===== src/rtl/riscv_dm_pkg.sv =====
// Shared DMI widths, op encodings and arbiter types for the debug module slice.
package riscv_dm_pkg;

  localparam int unsigned DMI_ADDR_WIDTH = 7;
  localparam int unsigned DMI_DATA_WIDTH = 32;
  localparam int unsigned DMI_OP_WIDTH   = 2;

  localparam logic [DMI_OP_WIDTH-1:0] DTM_NOP   = 2'd0;
  localparam logic [DMI_OP_WIDTH-1:0] DTM_READ  = 2'd1;
  localparam logic [DMI_OP_WIDTH-1:0] DTM_WRITE = 2'd2;

  localparam logic [DMI_OP_WIDTH-1:0] RD_OP_SUCCESS = 2'd0;
  localparam logic [DMI_OP_WIDTH-1:0] RD_OP_FAILED  = 2'd2;
  localparam logic [DMI_OP_WIDTH-1:0] RD_OP_BUSY    = 2'd3;

  localparam int unsigned DMI_ARB_TIMEOUT_DEFAULT = 1024;

  typedef struct packed {
    logic [DMI_ADDR_WIDTH-1:0] addr;
    logic [DMI_DATA_WIDTH-1:0] data;
    logic [DMI_OP_WIDTH-1:0]   op;
  } dmi_req_t;

  typedef struct packed {
    logic [DMI_DATA_WIDTH-1:0] data;
    logic [DMI_OP_WIDTH-1:0]   op;
  } dmi_resp_t;

  typedef enum logic [1:0] {
    ARB_IDLE,
    ARB_REQ,
    ARB_RESP,
    ARB_DELIVER
  } dmi_arb_state_t;

endpackage


===== src/rtl/dmi_rr_arbiter.sv =====
// Combinational round-robin pick: first valid index strictly after last_i, wrapping.
module dmi_rr_arbiter #(
  parameter int unsigned NUM_REQ   = 2,
  parameter int unsigned IDX_WIDTH = $clog2(NUM_REQ)
) (
  input  logic [NUM_REQ-1:0]   valid_i,
  input  logic [IDX_WIDTH-1:0] last_i,
  output logic                 any_o,
  output logic [IDX_WIDTH-1:0] idx_o
);

  int unsigned          cand;
  logic [IDX_WIDTH-1:0] cand_idx;

  always_comb begin
    any_o    = 1'b0;
    idx_o    = '0;
    cand     = 0;
    cand_idx = '0;
    for (int unsigned i = 1; i <= NUM_REQ; i++) begin
      cand     = (32'(last_i) + i) % NUM_REQ;
      cand_idx = IDX_WIDTH'(cand);
      if (!any_o && valid_i[cand_idx]) begin
        any_o = 1'b1;
        idx_o = cand_idx;
      end
    end
  end

endmodule


===== src/rtl/dmi_arbiter.sv =====
// Shares one DM DMI port among NUM_REQ debug hosts, one full transaction at a time,
// with a response timeout and post-timeout drain of the late DM response.
module dmi_arbiter
  import riscv_dm_pkg::*;
#(
  parameter int unsigned NUM_REQ        = 2,
  parameter int unsigned TIMEOUT_CYCLES = DMI_ARB_TIMEOUT_DEFAULT,
  parameter int unsigned CNT_WIDTH      = (TIMEOUT_CYCLES == 0) ? 1 : $clog2(TIMEOUT_CYCLES + 1)
) (
  input  logic                                    clk_i,
  input  logic                                    trst_i,
  input  logic [NUM_REQ-1:0]                      req_valid_i,
  output logic [NUM_REQ-1:0]                      req_ready_o,
  input  logic [NUM_REQ-1:0][DMI_ADDR_WIDTH-1:0]  req_addr_i,
  input  logic [NUM_REQ-1:0][DMI_DATA_WIDTH-1:0]  req_data_i,
  input  logic [NUM_REQ-1:0][DMI_OP_WIDTH-1:0]    req_op_i,
  output logic [NUM_REQ-1:0]                      resp_valid_o,
  input  logic [NUM_REQ-1:0]                      resp_ready_i,
  output logic [DMI_DATA_WIDTH-1:0]               resp_data_o,
  output logic [DMI_OP_WIDTH-1:0]                 resp_op_o,
  output logic                                    dm_req_valid_o,
  input  logic                                    dm_req_ready_i,
  output logic [DMI_ADDR_WIDTH-1:0]               dm_req_addr_o,
  output logic [DMI_DATA_WIDTH-1:0]               dm_req_data_o,
  output logic [DMI_OP_WIDTH-1:0]                 dm_req_op_o,
  input  logic                                    dm_resp_valid_i,
  output logic                                    dm_resp_ready_o,
  input  logic [DMI_DATA_WIDTH-1:0]               dm_resp_data_i,
  input  logic [DMI_OP_WIDTH-1:0]                 dm_resp_op_i,
  input  logic                                    clear_i,
  output logic [$clog2(NUM_REQ)-1:0]              grant_o,
  output logic                                    busy_o,
  output logic                                    timeout_o
);

  localparam int unsigned IDX_WIDTH = $clog2(NUM_REQ);

  dmi_arb_state_t       state_q;
  dmi_req_t             req_q;
  dmi_resp_t            resp_q;
  logic [IDX_WIDTH-1:0] grant_q;
  logic [IDX_WIDTH-1:0] last_q;
  logic [CNT_WIDTH-1:0] cnt_q;
  logic                 drain_q;
  logic                 timeout_q;

  logic                 rr_any;
  logic [IDX_WIDTH-1:0] rr_idx;
  logic                 pick_en;
  logic                 cnt_hit;

  dmi_rr_arbiter #(
    .NUM_REQ   (NUM_REQ),
    .IDX_WIDTH (IDX_WIDTH)
  ) u_rr (
    .valid_i (req_valid_i),
    .last_i  (last_q),
    .any_o   (rr_any),
    .idx_o   (rr_idx)
  );

  assign pick_en = (state_q == ARB_IDLE) && rr_any && !drain_q;
  // The counter value is the number of completed wait cycles; the limit is hit
  // on the cycle whose increment would reach TIMEOUT_CYCLES.
  assign cnt_hit = (TIMEOUT_CYCLES != 0) && ((32'(cnt_q) + 32'd1) == TIMEOUT_CYCLES);

  always_comb begin
    req_ready_o  = '0;
    resp_valid_o = '0;
    if (pick_en) req_ready_o[rr_idx] = 1'b1;
    if (state_q == ARB_DELIVER) resp_valid_o[grant_q] = 1'b1;
  end

  assign dm_req_valid_o  = (state_q == ARB_REQ);
  assign dm_req_addr_o   = req_q.addr;
  assign dm_req_data_o   = req_q.data;
  assign dm_req_op_o     = req_q.op;
  assign dm_resp_ready_o = (state_q == ARB_RESP) || drain_q;
  assign resp_data_o     = resp_q.data;
  assign resp_op_o       = resp_q.op;
  assign grant_o         = grant_q;
  assign busy_o          = (state_q != ARB_IDLE);
  assign timeout_o       = timeout_q;

  always_ff @(posedge clk_i or posedge trst_i) begin
    if (trst_i) begin
      state_q   <= ARB_IDLE;
      req_q     <= '0;
      resp_q    <= '0;
      grant_q   <= '0;
      last_q    <= IDX_WIDTH'(NUM_REQ - 1);
      cnt_q     <= '0;
      drain_q   <= 1'b0;
      timeout_q <= 1'b0;
    end else begin
      if (clear_i) begin
        drain_q   <= 1'b0;
        timeout_q <= 1'b0;
      end
      // Late response from a timed-out transaction is swallowed here.
      if (drain_q && (state_q != ARB_RESP) && dm_resp_valid_i) drain_q <= 1'b0;

      case (state_q)
        ARB_IDLE: begin
          if (pick_en) begin
            req_q   <= '{addr: req_addr_i[rr_idx], data: req_data_i[rr_idx], op: req_op_i[rr_idx]};
            grant_q <= rr_idx;
            state_q <= ARB_REQ;
          end
        end
        ARB_REQ: begin
          if (dm_req_ready_i) begin
            cnt_q   <= '0;
            state_q <= ARB_RESP;
          end
        end
        ARB_RESP: begin
          if (dm_resp_valid_i) begin
            resp_q  <= '{data: dm_resp_data_i, op: dm_resp_op_i};
            state_q <= ARB_DELIVER;
          end else if (cnt_hit) begin
            resp_q    <= '{data: '0, op: RD_OP_FAILED};
            timeout_q <= 1'b1;
            drain_q   <= 1'b1;
            state_q   <= ARB_DELIVER;
          end else begin
            cnt_q <= cnt_q + 1'b1;
          end
        end
        ARB_DELIVER: begin
          if (resp_ready_i[grant_q]) begin
            last_q  <= grant_q;
            state_q <= ARB_IDLE;
          end
        end
        default: state_q <= ARB_IDLE;
      endcase
    end
  end

endmodule


===== config.mk =====
export PLATFORM = sky130hd
export DESIGN_NAME = dmi_arbiter
export DESIGN_NICKNAME = d
export VERILOG_FILES = /design/src/rtl/riscv_dm_pkg.sv /design/src/rtl/dmi_rr_arbiter.sv /design/src/rtl/dmi_arbiter.sv
export SDC_FILE = /design/constraint.sdc
export NUM_CORES = 1
export LEC_CHECK = 0
export CAP_MARGIN = 10
export CORE_UTILIZATION = 41
export CTS_CLUSTER_DIAMETER = 30
export DETAILED_ROUTE_END_ITERATION = 8
export PLACE_DENSITY = 0.79
export SLEW_MARGIN = 0
export SYNTH_ARGS = -nofsm -noshare
export SYNTH_HDL_FRONTEND = slang
export SYNTH_HIERARCHICAL = 1
export SYNTH_SLANG_ARGS = --single-unit

===== constraint.sdc =====
create_clock -name clk_i -period 3.6 [get_ports clk_i]
set_clock_uncertainty 0.2 [all_clocks]
set_input_delay 0.72 -clock clk_i [delete_from_list [all_inputs] [get_ports clk_i]]
set_output_delay 0.72 -clock clk_i [all_outputs]
set_load 0.02 [all_outputs]

# Word level (Yosys, flattened, before mapping)
# Index checks and enable logic that the tools add are counted.
# word_totals
regBits,92
latchBits,0
ramBits,0
romBits,0
inputBits,125
output_inout_bits,84
memories,0
# classes
addsub,4
mul,0
n_div,0
n_lt_le_gt_ge,6
n_eq_ne,11
shift,0
n_mux,43
n_bitwise,0
reduce_logical,19
# op_table
cell,n
$mux 34,2
$mux 32,2
$mux 11,3
$pmux 11 s2,1
$mux 1,21
$mux 2,9
$mux 7,2
$add 11x1->12 const B,1
$eq 12x11->1 const B,1
$add 11x1->11 const B,1
$lt 1x2->1 const B,4
$ne 2x2->1 const B,4
$pmux 2 s4,1
$reduce_and 4->1,2
$logic_and 1x1->1,7
$reduce_and 2->1,3
$reduce_bool 2->1,3
$eq 2x2->1 const B,2
$ne 2x1->1 const B,2
$ne 3x3->1 const B,1
$add 1x1->1 const B,2
$demux 1 s1,2
$eq 2x1->1 const B,1
$ge 1x1->1 const B,2
3 further kinds,4

# Depth between registers and ports, before layout
# Gate-level depths: netlist of run 1.
# logic_depth
ltp_word,12
ltp_mapped,8

# By module
# Netlist of run 1, hierarchy kept.
# by_module_without_submodules
mod,instances,cells_each,area_each_um2,seq_area_each_um2
dmi_arbiter,1,395,4344.2,2303.5
dmi_rr_arbiter,1,2,13.8,0.0

# Worst setup path after synthesis of run 1
# Ideal clock, no wire load.
# synth_timing
path_type,input port to output port
start,in req_valid_i[1]
end,out req_ready_o[0]
arrival_ps,1777
required_ps,2680
slack_ps,903
stages,5
cell_sequence,or2_1 > nand3b_1 > clkbuf_1 > clkbuf_1 > nor2_1
# synth_via
elab_chain_len,11
elab_cells_between_ends,18
cone_classes,order compare: 2; mux: 11; reduce/logical: 5
# synth_rtl
element,line,source
from (decl),dmi_arbiter.sv:12,"input logic [NUM_REQ-1:0] req_valid_i,"
$mux 1 (implied by the code) (2 in a row),dmi_rr_arbiter.sv:23,if (!any_o && valid_i[cand_idx]) begin
$mux 1,dmi_rr_arbiter.sv:23,
$logic_not 1->1,dmi_rr_arbiter.sv:23,
$logic_and 1x1->1,dmi_rr_arbiter.sv:23,
$mux 1,dmi_rr_arbiter.sv:23,
$lt 1x2->1 (implied by the code) / $ge 1x1->1 (equally long branches),dmi_arbiter.sv:70,if (pick_en) req_ready_o[rr_idx] = 1'b1;
$logic_and 1x1->1 (implied by the code),dmi_arbiter.sv:70,
$mux 1 (implied by the code),dmi_arbiter.sv:70,
$demux 1 s1,dmi_arbiter.sv:70,
$mux 2 (*),dmi_arbiter.sv:70,
to (decl),dmi_arbiter.sv:13,"output logic [NUM_REQ-1:0] req_ready_o,"
# Every way passes the cells marked *; elsewhere a longest branch is shown, timed or not. The select of a mux whose other input is x is not followed.

# Worst setup path in the final report of run 1
# layout_timing
start,in req_valid_i[0]
end,out req_ready_o[1]
# layout_via
elab_cells_between_ends,18
cone_classes,order compare: 2; mux: 11; reduce/logical: 5
# layout_lines
element,line,source
$mux 1 (implied by the code) (2 in a row),dmi_rr_arbiter.sv:23,
$mux 1,dmi_rr_arbiter.sv:23,
$logic_not 1->1,dmi_rr_arbiter.sv:23,
$logic_and 1x1->1,dmi_rr_arbiter.sv:23,
$mux 1 (*),dmi_rr_arbiter.sv:23,
net rr_any,dmi_arbiter.sv:47,logic rr_any;
$logic_and 1x1->1 (*) (2 in a row),dmi_arbiter.sv:62,assign pick_en = (state_q == ARB_IDLE) && rr_any && !drain_q;
$mux 2 (*),dmi_arbiter.sv:70,
# Mark *: on every way through the listed nets, which the timed path passes. The rest lies on a longest branch. The select of a mux whose other input is x is not followed.

==> flow_metrics.env, run 1 <==
export IMPL_status="complete, no violations"
export IMPL_setup_viol=0
export IMPL_rows=37
export IMPL_vias_per_cell=5.210
export IMPL_grt_busiest_layer="met2"
export IMPL_hpwl_mm=9.149
export IMPL_final_common_cell="clkdlybuf4s50_1"
export IMPL_synthFlopType="dfrtp_1"
export IMPL_dr_pass1_iters=4
export IMPL_fmax_mhz=303.2
export IMPL_h_tree_depth=3
export IMPL_fin_area_mm2=0.006774
export IMPL_track_usage_pct=22.67
export IMPL_post_cts_setup_buffers=0
export IMPL_cts_tree="yes"
export IMPL_switching_share_pct=39.15
export IMPL_place_congestion=0.8325
export IMPL_drt_wl_total_mm=12.17
export IMPL_seq_area_frac_synth_pct=52.86
export IMPL_die_w_um=105.1
export IMPL_syn_cell_area_mm2=0.004358
export IMPL_drv_cap=0
export IMPL_finalHoldViolations=0
export IMPL_p_sw_w=0.001994
export IMPL_reg2reg_slack_ns=0.92
export IMPL_io_pins=209
export IMPL_crit_type="primary input to output pin"
export IMPL_routed_via_count=3850
export IMPL_clkSlewWorstSetupHoldPaths_ns=0.08
export IMPL_drtIter0Drc=255
export IMPL_port_buffers=208
export IMPL_synth_distinct_cells=52
export IMPL_clock_path_buffers=2
export IMPL_ys_top_cells_by_area="dfrtp_1 (52%), mux2i_1 (9.6%), a22o_1 (6.6%), o21ai_0 (5.1%), nand2_1 (4.9%)"
export IMPL_slew_violations=0
export IMPL_area_growth_pct=55.44
export IMPL_grt_pass1_wl_mm=19.47
export IMPL_cp_required_ns=2.68
export IMPL_synth_async_reset_ratio_pct=100.0
export IMPL_post_dp_cell_area_mm2=0.006575
export IMPL_synth_edf_count=0
export IMPL_use_met2_pct=37.65
export IMPL_crit_arrival_ns=2.38
export IMPL_grt_pass1_vias=3750
export IMPL_netlist_top_cell_by_area="dfrtp_1"
export IMPL_cts_buffers=9
export IMPL_ys_ff_latch=92
export IMPL_cts_resized=0
export IMPL_avgSynthCellArea_um2=10.98
export IMPL_fin_crit_ns=3.298
export IMPL_grtUsageMet3_pct=6.737
export IMPL_detail_route_antenna_nets=0
export IMPL_cts_hold_buf=0
export IMPL_min_path_type="flop to flop"
export IMPL_ir_worst_vdd_mv=0.3382
export IMPL_ys_warnings_count=6
export IMPL_pwr_share_seq_pct=34.2
export IMPL_critPathCaptureType="output pin"
export IMPL_syn_nets=527
export IMPL_relSlewSlack_pct=52.71
export IMPL_wl_per_cell_um=16.47
export IMPL_final_nets=728
export IMPL_dieArea_mm2=0.01105
export IMPL_drc=0
export IMPL_power_frac_comb_pct=52.4
export IMPL_die_h_um=105.1
export IMPL_power_leakage_nw=3.007
export IMPL_cts_root_buf="clkbuf_8"
export IMPL_worst_setup_path_start_kind="primary input"
export IMPL_use_met1_pct=28.01
export IMPL_initial_core_util_pct=42.21
export IMPL_internal_power_w=0.003099
export IMPL_rsz0062_at_grt="no"
export IMPL_pwr_density_cell_mw_per_mm2=751.9
export IMPL_grt_max_degree=69
export IMPL_period_share_pct=91.61
export IMPL_diodes=0
export IMPL_layout_drive_gt1_share_pct=6.468
export IMPL_antenna_found_initial=0
export IMPL_worstPathMaxFanout=4
export IMPL_finish_utilization_pct=65.62
export IMPL_syn_instance_count=397
export IMPL_clock_latency_ns=0.34
export IMPL_grt_overflow=0
export IMPL_yosysTopAreaCellShare_pct=52.25
export IMPL_mostFrequentLayoutCells="clkdlybuf4s50_1 (208), dfrtp_1 (91), nand2_1 (57)"
export IMPL_coreArea_mm2=0.01032
export IMPL_cts_sinks=92
export IMPL_worst_pin_slew_ns=0.7019
export IMPL_setup_tns_ns=0
export IMPL_pwr_share_clk_pct=13.3
[critical path: stages]
cell,delay (ns)
clkdlybuf4s50_1,0.54
or2_1,0.13
nand3b_1,0.15
nor2_1,0.18
clkdlybuf4s50_1,0.66
[logic make-up after synthesis]
| group | Yosys count | synth area share [%] |
|---|---|---|
| xor gates and xnor gates | 3 | 0.6030 |
| DFF | 92 | 52.86 |
| buffers and inverters | 34 | 3.359 |
| and+or+nand+nor | 106 | 12.29 |
| adders and majority gates | 5 | 1.436 |
| muxes | 45 | 10.77 |
| AOI/OAI and AO/OA | 112 | 18.69 |
[Yosys cell counts, drive strengths merged (6+ instances only)]
master  instances
a22o           33
clkbuf         20
dfrtp          91
nand2          57
a21oi          11
mux2i          43
inv             7
buf             7
o21ai          45
nor2            6
and3            9
[layout make-up]
class	count	area, µm²
Clock buffer	12	145.1
Clock inverter	4	48.80
Fill cell	820	3550
Inverter	7	27.53
Multi-Input combinational cell	271	1919
Sequential cell	92	2303
Tap cell	136	170.2
Timing Repair Buffer	217	2160
[routing by layer]
layer	wire length, µm	share of wire [%]	vias to the layer above
met3	984	8.1	17
met5	0	0	-
li1	-	-	1837
met2	5971	49	158
met4	215	1.8	0
met1	4999	41	1838
[power groups by stage]
| stage | registers [W] | logic, W | clock network (W) |
|---|---|---|---|
| 6_report | 0.00174 | 0.00267 | 0.000678 |
| 5_1_grt | 0.00180 | 0.00287 | 0.000747 |
| 4_1_cts | 0.00175 | 0.00269 | 0.000702 |
| 3_5_place_dp | 0.00177 | 0.00268 | 0 |
| 3_3_place_gp | 0.00174 | 0.00262 | 0 |
| 2_1_floorplan | 0.00223 | 0.000913 | 0 |
[through the flow]
stage	instances	setup slack (ns)	hold WS (ns)	total power [W]
after floorplan	397	0.2897	0.3083	0.003138
after global placement	722	0.3703	0.2602	0.004365
after detailed placement	722	0.3166	0.2692	0.004440
after CTS	738	0.3089	0.2871	0.005143
after global routing	739	0.2235	0.3158	0.005425
final	739	0.3020	0.2774	0.005093
[path summary, 6_finish.rpt]
check                             startpoint                end  cells after the start
min                        dm_req_data_o[14]  dm_req_data_o[14]                      2
max reg2reg                         cnt_q[1]           cnt_q[5]                      7
min reg2reg                dm_req_data_o[14]  dm_req_data_o[14]                      2
min in group asynchronous             trst_i     resp_data_o[4]                      2
max in group asynchronous             trst_i             last_q                      3
max                           req_valid_i[0]     req_ready_o[1]                      5
[state kept, by name (all words and copies together) (netlist names)]
name / count
dm_req_data_o: 32
resp_data_o: 32
cnt_q: 11
dm_req_addr_o: 7
dm_req_op_o: 2
resp_op_o: 2
state_q: 2
drain_q: 1
grant_o: 1
last_q: 1
timeout_o: 1
Power figures use the tool's default switching activity.
==> inputs of run 2 (changes only) <==
--- a/config.mk
+++ b/config.mk
@@ -6,10 +6,10 @@
 export NUM_CORES = 1
 export LEC_CHECK = 0
 export CAP_MARGIN = 10
-export CORE_UTILIZATION = 41
+export CORE_UTILIZATION = 44
 export CTS_CLUSTER_DIAMETER = 30
 export DETAILED_ROUTE_END_ITERATION = 8
-export PLACE_DENSITY = 0.79
+export PLACE_DENSITY = 0.84
 export SLEW_MARGIN = 0
 export SYNTH_ARGS = -nofsm -noshare
 export SYNTH_HDL_FRONTEND = slang
==> constraint.sdc (replaced) <==
create_clock -name clk_i -period 4.3 [get_ports clk_i]
set_clock_uncertainty 0.2 [all_clocks]
set_input_delay 0.86 -clock clk_i [delete_from_list [all_inputs] [get_ports clk_i]]
set_output_delay 0.86 -clock clk_i [all_outputs]
set_load 0.02 [all_outputs]
==> run 2 against run 1 <==
  * Count of clock-buffer cells in the layout down 3
  * Die area down 6.7%
  * Flip-flop and latch count unchanged
  * Critical path depth unchanged
  * Global-route usage up 1.8 points
  * Critical path type unchanged
==> flow_metrics.env, run 2 (synthesis results as in run 1) <==
export IMPL_setup_viol=0
export IMPL_status="complete, no violations"
export IMPL_dieArea_mm2=0.01031
export IMPL_num_fill_cells=698
export IMPL_final_common_cell="clkdlybuf4s50_1"
export IMPL_slew_violations=0
export IMPL_diodes=0
export IMPL_crit_type="primary input to output pin"
export IMPL_worst_pin_slew_ns=0.9216
export IMPL_power_frac_comb_pct=51.4
export IMPL_mostFrequentLayoutCells="clkdlybuf4s50_1 (208), dfrtp_1 (91), nand2_1 (57)"
export IMPL_drt_wl_total_mm=12.47
export IMPL_clock_path_buffers=2
export IMPL_detail_route_antenna_nets=0
export IMPL_place_congestion=0.8412
export IMPL_rsz0062_at_grt="no"
export IMPL_finish_utilization_pct=72.11
export IMPL_fin_crit_ns=3.661
export IMPL_finalHoldViolations=0
export IMPL_worstPathMaxFanout=4
export IMPL_rows=35
export IMPL_h_tree_depth=3
export IMPL_power_leakage_nw=3.008
export IMPL_grt_max_degree=51
export IMPL_pwr_share_clk_pct=15.1
export IMPL_grt_busiest_layer="met2"
export IMPL_hpwl_mm=9.396
export IMPL_cts_root_buf="clkbuf_8"
export IMPL_internal_power_w=0.002640
export IMPL_fin_area_mm2=0.006789
export IMPL_die_h_um=101.5
export IMPL_drv_cap=0
export IMPL_coreArea_mm2=0.009415
export IMPL_grt_pass1_vias=3781
export IMPL_p_sw_w=0.001722
export IMPL_post_cts_setup_buffers=0
export IMPL_pwr_share_seq_pct=33.5
export IMPL_hp_start="dm_req_data_o[15]"
export IMPL_pwr_density_cell_mw_per_mm2=642.5
export IMPL_drc=0
export IMPL_final_nets=726
export IMPL_grtUsageMet3_pct=7.246
export IMPL_worst_setup_path_start_kind="primary input"
export IMPL_track_usage_pct=24.46
export IMPL_startpoint="req_valid_i[0]"
export IMPL_routed_via_count=3840
export IMPL_die_w_um=101.5
export IMPL_use_met2_pct=43.19
export IMPL_period_share_pct=85.14
export IMPL_antenna_found_initial=0
export IMPL_drtIter0Drc=151
export IMPL_crit_path_frequent_cell="clkdlybuf4s50_1"
export IMPL_layout_drive_gt1_share_pct=6.489
export IMPL_max_stage_delay_ns=0.66
export IMPL_clock_latency_ns=0.35
export IMPL_use_met1_pct=28.59
export IMPL_io_pins=209
export IMPL_grt_pass1_wl_mm=19.31
export IMPL_min_path_type="flop to flop"
export IMPL_cts_tree="yes"
export IMPL_cts_buffers=9
export IMPL_fin_ws_ns=0.6391
export IMPL_grt_overflow=0
export IMPL_area_growth_pct=55.79
export IMPL_crit_arrival_ns=2.60
export IMPL_vias_per_cell=5.260
export IMPL_wl_per_cell_um=17.08
export IMPL_cts_sinks=92
export IMPL_post_dp_cell_area_mm2=0.006559
export IMPL_fmax_mhz=273.2
export IMPL_switching_share_pct=39.48
export IMPL_ir_worst_vdd_mv=0.2695
export IMPL_crit_chain="clkdlybuf4s50_1, or2_1, nand3b_1, nor2_1, clkdlybuf4s50_1"
export IMPL_port_buffers=208
export IMPL_critPathCaptureType="output pin"
export IMPL_clkSlewWorstSetupHoldPaths_ns=0.09
export IMPL_crit_slowest_cell="clkdlybuf4s50_1"
export IMPL_dr_pass1_iters=4
export IMPL_post_place_ws_ns=0.6638
export IMPL_cts_hold_buf=0
export IMPL_worstReg2RegStart="cnt_q[0]"
export IMPL_cp_required_ns=3.24
export IMPL_setup_tns_ns=0
export IMPL_initial_core_util_pct=46.29
export IMPL_cts_resized=0
export IMPL_relSlewSlack_pct=38.15
[run 2: cell types whose count changed in the layout (fill, tap and decap cells not counted), sizes merged]
| cell | delta |
|---|---|
| clkinv | -3 |
| bufinv | +1 |
| buf | -1 |
| clkbuf | -4 |
| clkinvlp | +2 |
| inv | +3 |
[run 2: per-stage QoR]
step / total power (W) / hold slack, ns / cells
after global placement: 0.003654 / 0.2623 / 714
after global routing: 0.004635 / 0.3193 / 730
after detailed placement: 0.003726 / 0.2692 / 714
after floorplan: 0.002627 / 0.3083 / 397
final: 0.004362 / 0.2841 / 730
after CTS: 0.004397 / 0.2913 / 730
[run 2: power groups by stage]
stage / combinational [W] / clock (W) / sequential (W)
after floorplan: 0.000764 / 0 / 0.00186
after global placement: 0.00220 / 0 / 0.00145
after detailed placement: 0.00225 / 0 / 0.00147
after CTS: 0.00226 / 0.000673 / 0.00146
after global routing: 0.00242 / 0.000714 / 0.00151
final: 0.00224 / 0.000658 / 0.00146
[run 2: area by class of cell]
type                       instances  area [µm²]  area share (%)
tap                              129       161.4           2.377
timing repair buffer             215        2147           31.63
multi-input combinational        271        1919           28.27
clock buffer                       9       123.9           1.825
clock inverter                     7       106.4           1.567
inverter                           7       27.53          0.4055
sequential                        92        2303           33.93
[run 2: worst max-delay path: cells and delay by family]
kind	cells	cell delay, ns
and+or+nand+nor	3	0.54
buffers and inverters	2	1.20
[run 2: routing by layer]
metal,part of all wire (%),vias to the layer above
met5,0,-
met4,1.7,0
met3,9.2,16
met2,51,180
met1,38,1812
li1,-,1832
[run 2: path summary, 6_finish.rpt]
kind                                      to  slack, ns  depth (start not counted)
max in group asynchronous  dm_req_data_o[19]       2.44                          3
hold reg to reg            dm_req_data_o[15]       0.28                          2
setup / recovery              req_ready_o[1]       0.64                          5
setup reg to reg                    cnt_q[5]       1.58                          7
min in group asynchronous     resp_data_o[2]       0.75                          2
hold / removal             dm_req_data_o[15]       0.28                          2
==> inputs of run 3 (changes only) <==
--- a/config.mk
+++ b/config.mk
@@ -6,12 +6,12 @@
 export NUM_CORES = 1
 export LEC_CHECK = 0
 export CAP_MARGIN = 10
-export CORE_UTILIZATION = 44
+export CORE_UTILIZATION = 43
 export CTS_CLUSTER_DIAMETER = 30
 export DETAILED_ROUTE_END_ITERATION = 8
 export PLACE_DENSITY = 0.84
 export SLEW_MARGIN = 0
 export SYNTH_ARGS = -nofsm -noshare
 export SYNTH_HDL_FRONTEND = slang
-export SYNTH_HIERARCHICAL = 1
 export SYNTH_SLANG_ARGS = --single-unit
+export TNS_END_PERCENT = 30
==> run 3 against run 2 <==
  * Utilization is 2.6 points lower
  * Global-route usage is 1.2 points higher
  * Clock power is 19% lower
  * Combinational power is 8% higher
==> flow_metrics.env, run 3 <==
export IMPL_syn_nets=489
export IMPL_yosysMostFrequentCell="dfrtp_1"
export IMPL_total_power_w=0.004439
export IMPL_hpwl_mm=8.949
export IMPL_rr_endpoint="resp_data_o[27]"
export IMPL_power_leakage_nw=2.854
export IMPL_crit_type="flop to flop"
export IMPL_finalHoldViolations=0
export IMPL_place_congestion=0.8369
export IMPL_num_fill_cells=679
export IMPL_post_place_ws_ns=0.9472
export IMPL_clock_latency_ns=0.35
export IMPL_post_dp_cell_area_mm2=0.006250
export IMPL_worst_setup_path_start_kind="flop"
export IMPL_min_path_type="flop to flop"
export IMPL_synthFlopType="dfrtp_1"
export IMPL_cts_resized=0
export IMPL_rows=35
export IMPL_grt_overflow=0
export IMPL_grt_pass1_wl_mm=19.77
export IMPL_cts_tree="yes"
export IMPL_port_buffers=208
export IMPL_pwr_density_cell_mw_per_mm2=690.9
export IMPL_cts_hold_buf=0
export IMPL_clkSlewWorstSetupHoldPaths_ns=0.10
export IMPL_grt_pass1_vias=3990
export IMPL_final_common_cell="clkdlybuf4s50_1"
export IMPL_final_nets=682
export IMPL_period_share_pct=78.33
export IMPL_syn_cell_area_mm2=0.004088
export IMPL_cts_buffers=9
export IMPL_min_to="dm_req_addr_o[2]"
export IMPL_die_w_um=99.50
export IMPL_post_cts_setup_buffers=0
export IMPL_area_growth_pct=57.18
export IMPL_ys_top_cells_by_count="dfrtp_1 (91), inv_1 (51), a222oi_1 (41), a22o_1 (33), clkbuf_1 (24)"
export IMPL_coreArea_mm2=0.009240
export IMPL_wl_per_cell_um=18.41
export IMPL_ys_ff_latch=92
export IMPL_dieArea_mm2=0.009900
export IMPL_cts_sinks=92
export IMPL_p_sw_w=0.001799
export IMPL_fmax_mhz=296.9
export IMPL_io_pins=209
export IMPL_slew_violations=0
export IMPL_ys_warnings_count=0
export IMPL_drt_wl_total_mm=12.63
export IMPL_status="complete, no violations"
export IMPL_worstPathMaxFanout=34
export IMPL_initial_core_util_pct=44.24
export IMPL_dr_pass1_iters=8
export IMPL_antenna_found_initial=0
export IMPL_mostFrequentLayoutCells="clkdlybuf4s50_1 (208), dfrtp_1 (91), inv_1 (50)"
export IMPL_worstReg2RegStart="cnt_q[0]"
export IMPL_top_layer="met4"
export IMPL_r2r_cells=7
export IMPL_seq_area_frac_synth_pct=56.35
export IMPL_switching_share_pct=40.53
export IMPL_fin_ws_ns=0.9317
export IMPL_relSlewSlack_pct=28.46
export IMPL_grt_max_degree=55
export IMPL_pwr_share_seq_pct=33.5
export IMPL_yosysTopAreaCellShare_pct=55.71
export IMPL_wl_met1_mm=4.630
export IMPL_setup_viol=0
export IMPL_ys_top_cells_by_area="dfrtp_1 (56%), a222oi_1 (10%), a22o_1 (7.1%), inv_1 (4.7%), clkbuf_1 (2.2%)"
export IMPL_vias_per_cell=5.620
export IMPL_route_met3_wl_mm=1.176
export IMPL_critPathCaptureType="flop"
export IMPL_setup_tns_ns=0
export IMPL_reg2reg_slack_ns=0.93
export IMPL_hp_start="dm_req_addr_o[2]"
export IMPL_track_usage_pct=25.70
export IMPL_syn_instance_count=359
export IMPL_routed_via_count=3855
export IMPL_fin_crit_ns=3.368
export IMPL_wl_met2_mm=6.417
export IMPL_layout_drive_gt1_share_pct=5.566
export IMPL_clock_path_buffers=2
export IMPL_rsz0062_at_grt="no"
export IMPL_synth_async_reset_ratio_pct=100.0
export IMPL_worst_pin_slew_ns=1.073
export IMPL_drv_cap=0
export IMPL_cp_required_ns=4.33
export IMPL_cts_root_buf="clkbuf_8"
export IMPL_h_tree_depth=3
export IMPL_fin_area_mm2=0.006425
export IMPL_diodes=0
export IMPL_pwr_share_clk_pct=12.0
export IMPL_avgSynthCellArea_um2=11.39
export IMPL_drc=0
export IMPL_drtIter0Drc=305
export IMPL_internal_power_w=0.002640
export IMPL_power_frac_comb_pct=54.5
export IMPL_ir_worst_vdd_mv=0.3828
export IMPL_detail_route_antenna_nets=0
export IMPL_netlist_top_cell_by_area="dfrtp_1"
export IMPL_synth_distinct_cells=47
export IMPL_crit_arrival_ns=3.40
export IMPL_synth_edf_count=0
export IMPL_die_h_um=99.50
export IMPL_hold_depth=2
[run 3: cell types whose count changed after synthesis, sizes merged, moves of 6 or more]
| cell | before | now |
|---|---|---|
| mux2i | 43 | 3 |
| a222oi | 0 | 41 |
| and3 | 9 | 3 |
| inv | 7 | 51 |
| nand2 | 57 | 13 |
| nor2 | 6 | 12 |
| o21ai | 45 | 6 |
[run 3: worst max path at each step]
stage	slack (ns)	start	cells after the start	endpoint
floorplan	0.85	trst_i	1	cnt_q[0]
global placement	0.96	req_valid_i[1]	4	req_ready_o[0]
detailed placement	0.95	req_valid_i[0]	4	req_ready_o[0]
CTS	0.91	state_q[0]	4	dm_resp_ready_o
global route	0.66	cnt_q[0]	7	resp_data_o[0]
finish	0.93	cnt_q[0]	7	resp_data_o[27]
[run 3: power by group through the flow]
stage	logic, W	registers [W]	clock network (W)
floorplan	0.000911	0.00188	0
global route	0.00258	0.00153	0.000579
finish	0.00242	0.00149	0.000534
CTS	0.00243	0.00148	0.000548
detailed placement	0.00242	0.00149	0
global placement	0.00234	0.00148	0
[run 3: cell type report]
type	instances	area, µm²	area share, %
Tap cell	129	161.4	2.512
Timing Repair Buffer	214	2140	33.30
Sequential cell	92	2303	35.85
Inverter	51	192.7	2.999
Clock buffer	9	123.9	1.928
Multi-Input combinational cell	184	1453	22.61
Clock inverter	7	51.30	0.7984
[run 3: layer usage]
| metal | global-route usage [%] | up-vias |
|---|---|---|
| met5 | 0 | - |
| met4 | 10.97 | 0 |
| met3 | 9.276 | 33 |
| met2 | 43.32 | 196 |
| met1 | 29.57 | 1884 |
| li1 | - | 1742 |
[run 3: per-stage QoR]
stage,util (%),hold slack [ns],cells
floorplan,-,0.3084,359
global placement,67.64,0.2739,670
global route,69.53,0.3154,686
detailed placement,67.64,0.2729,670
CTS,69.53,0.2981,686
finish,69.53,0.3021,686
[run 3: worst max-delay path, stage by stage, from the launching register on]
cell,delay (ns)
dfrtp_1,0.46
ha_1,0.28
and4_1,0.28
a311oi_1,0.31
nor3_1,0.10
or4b_4,0.66
a21o_1,0.61
a22o_1,0.35
[run 3: logic make-up after synthesis]
family / synth area share [%]
compound gates: 25.25
flops: 56.35
buf+inv: 8.662
simple gates: 6.979
fa+ha+maj: 1.530
mux: 1.010
xor+xnor: 0.2143
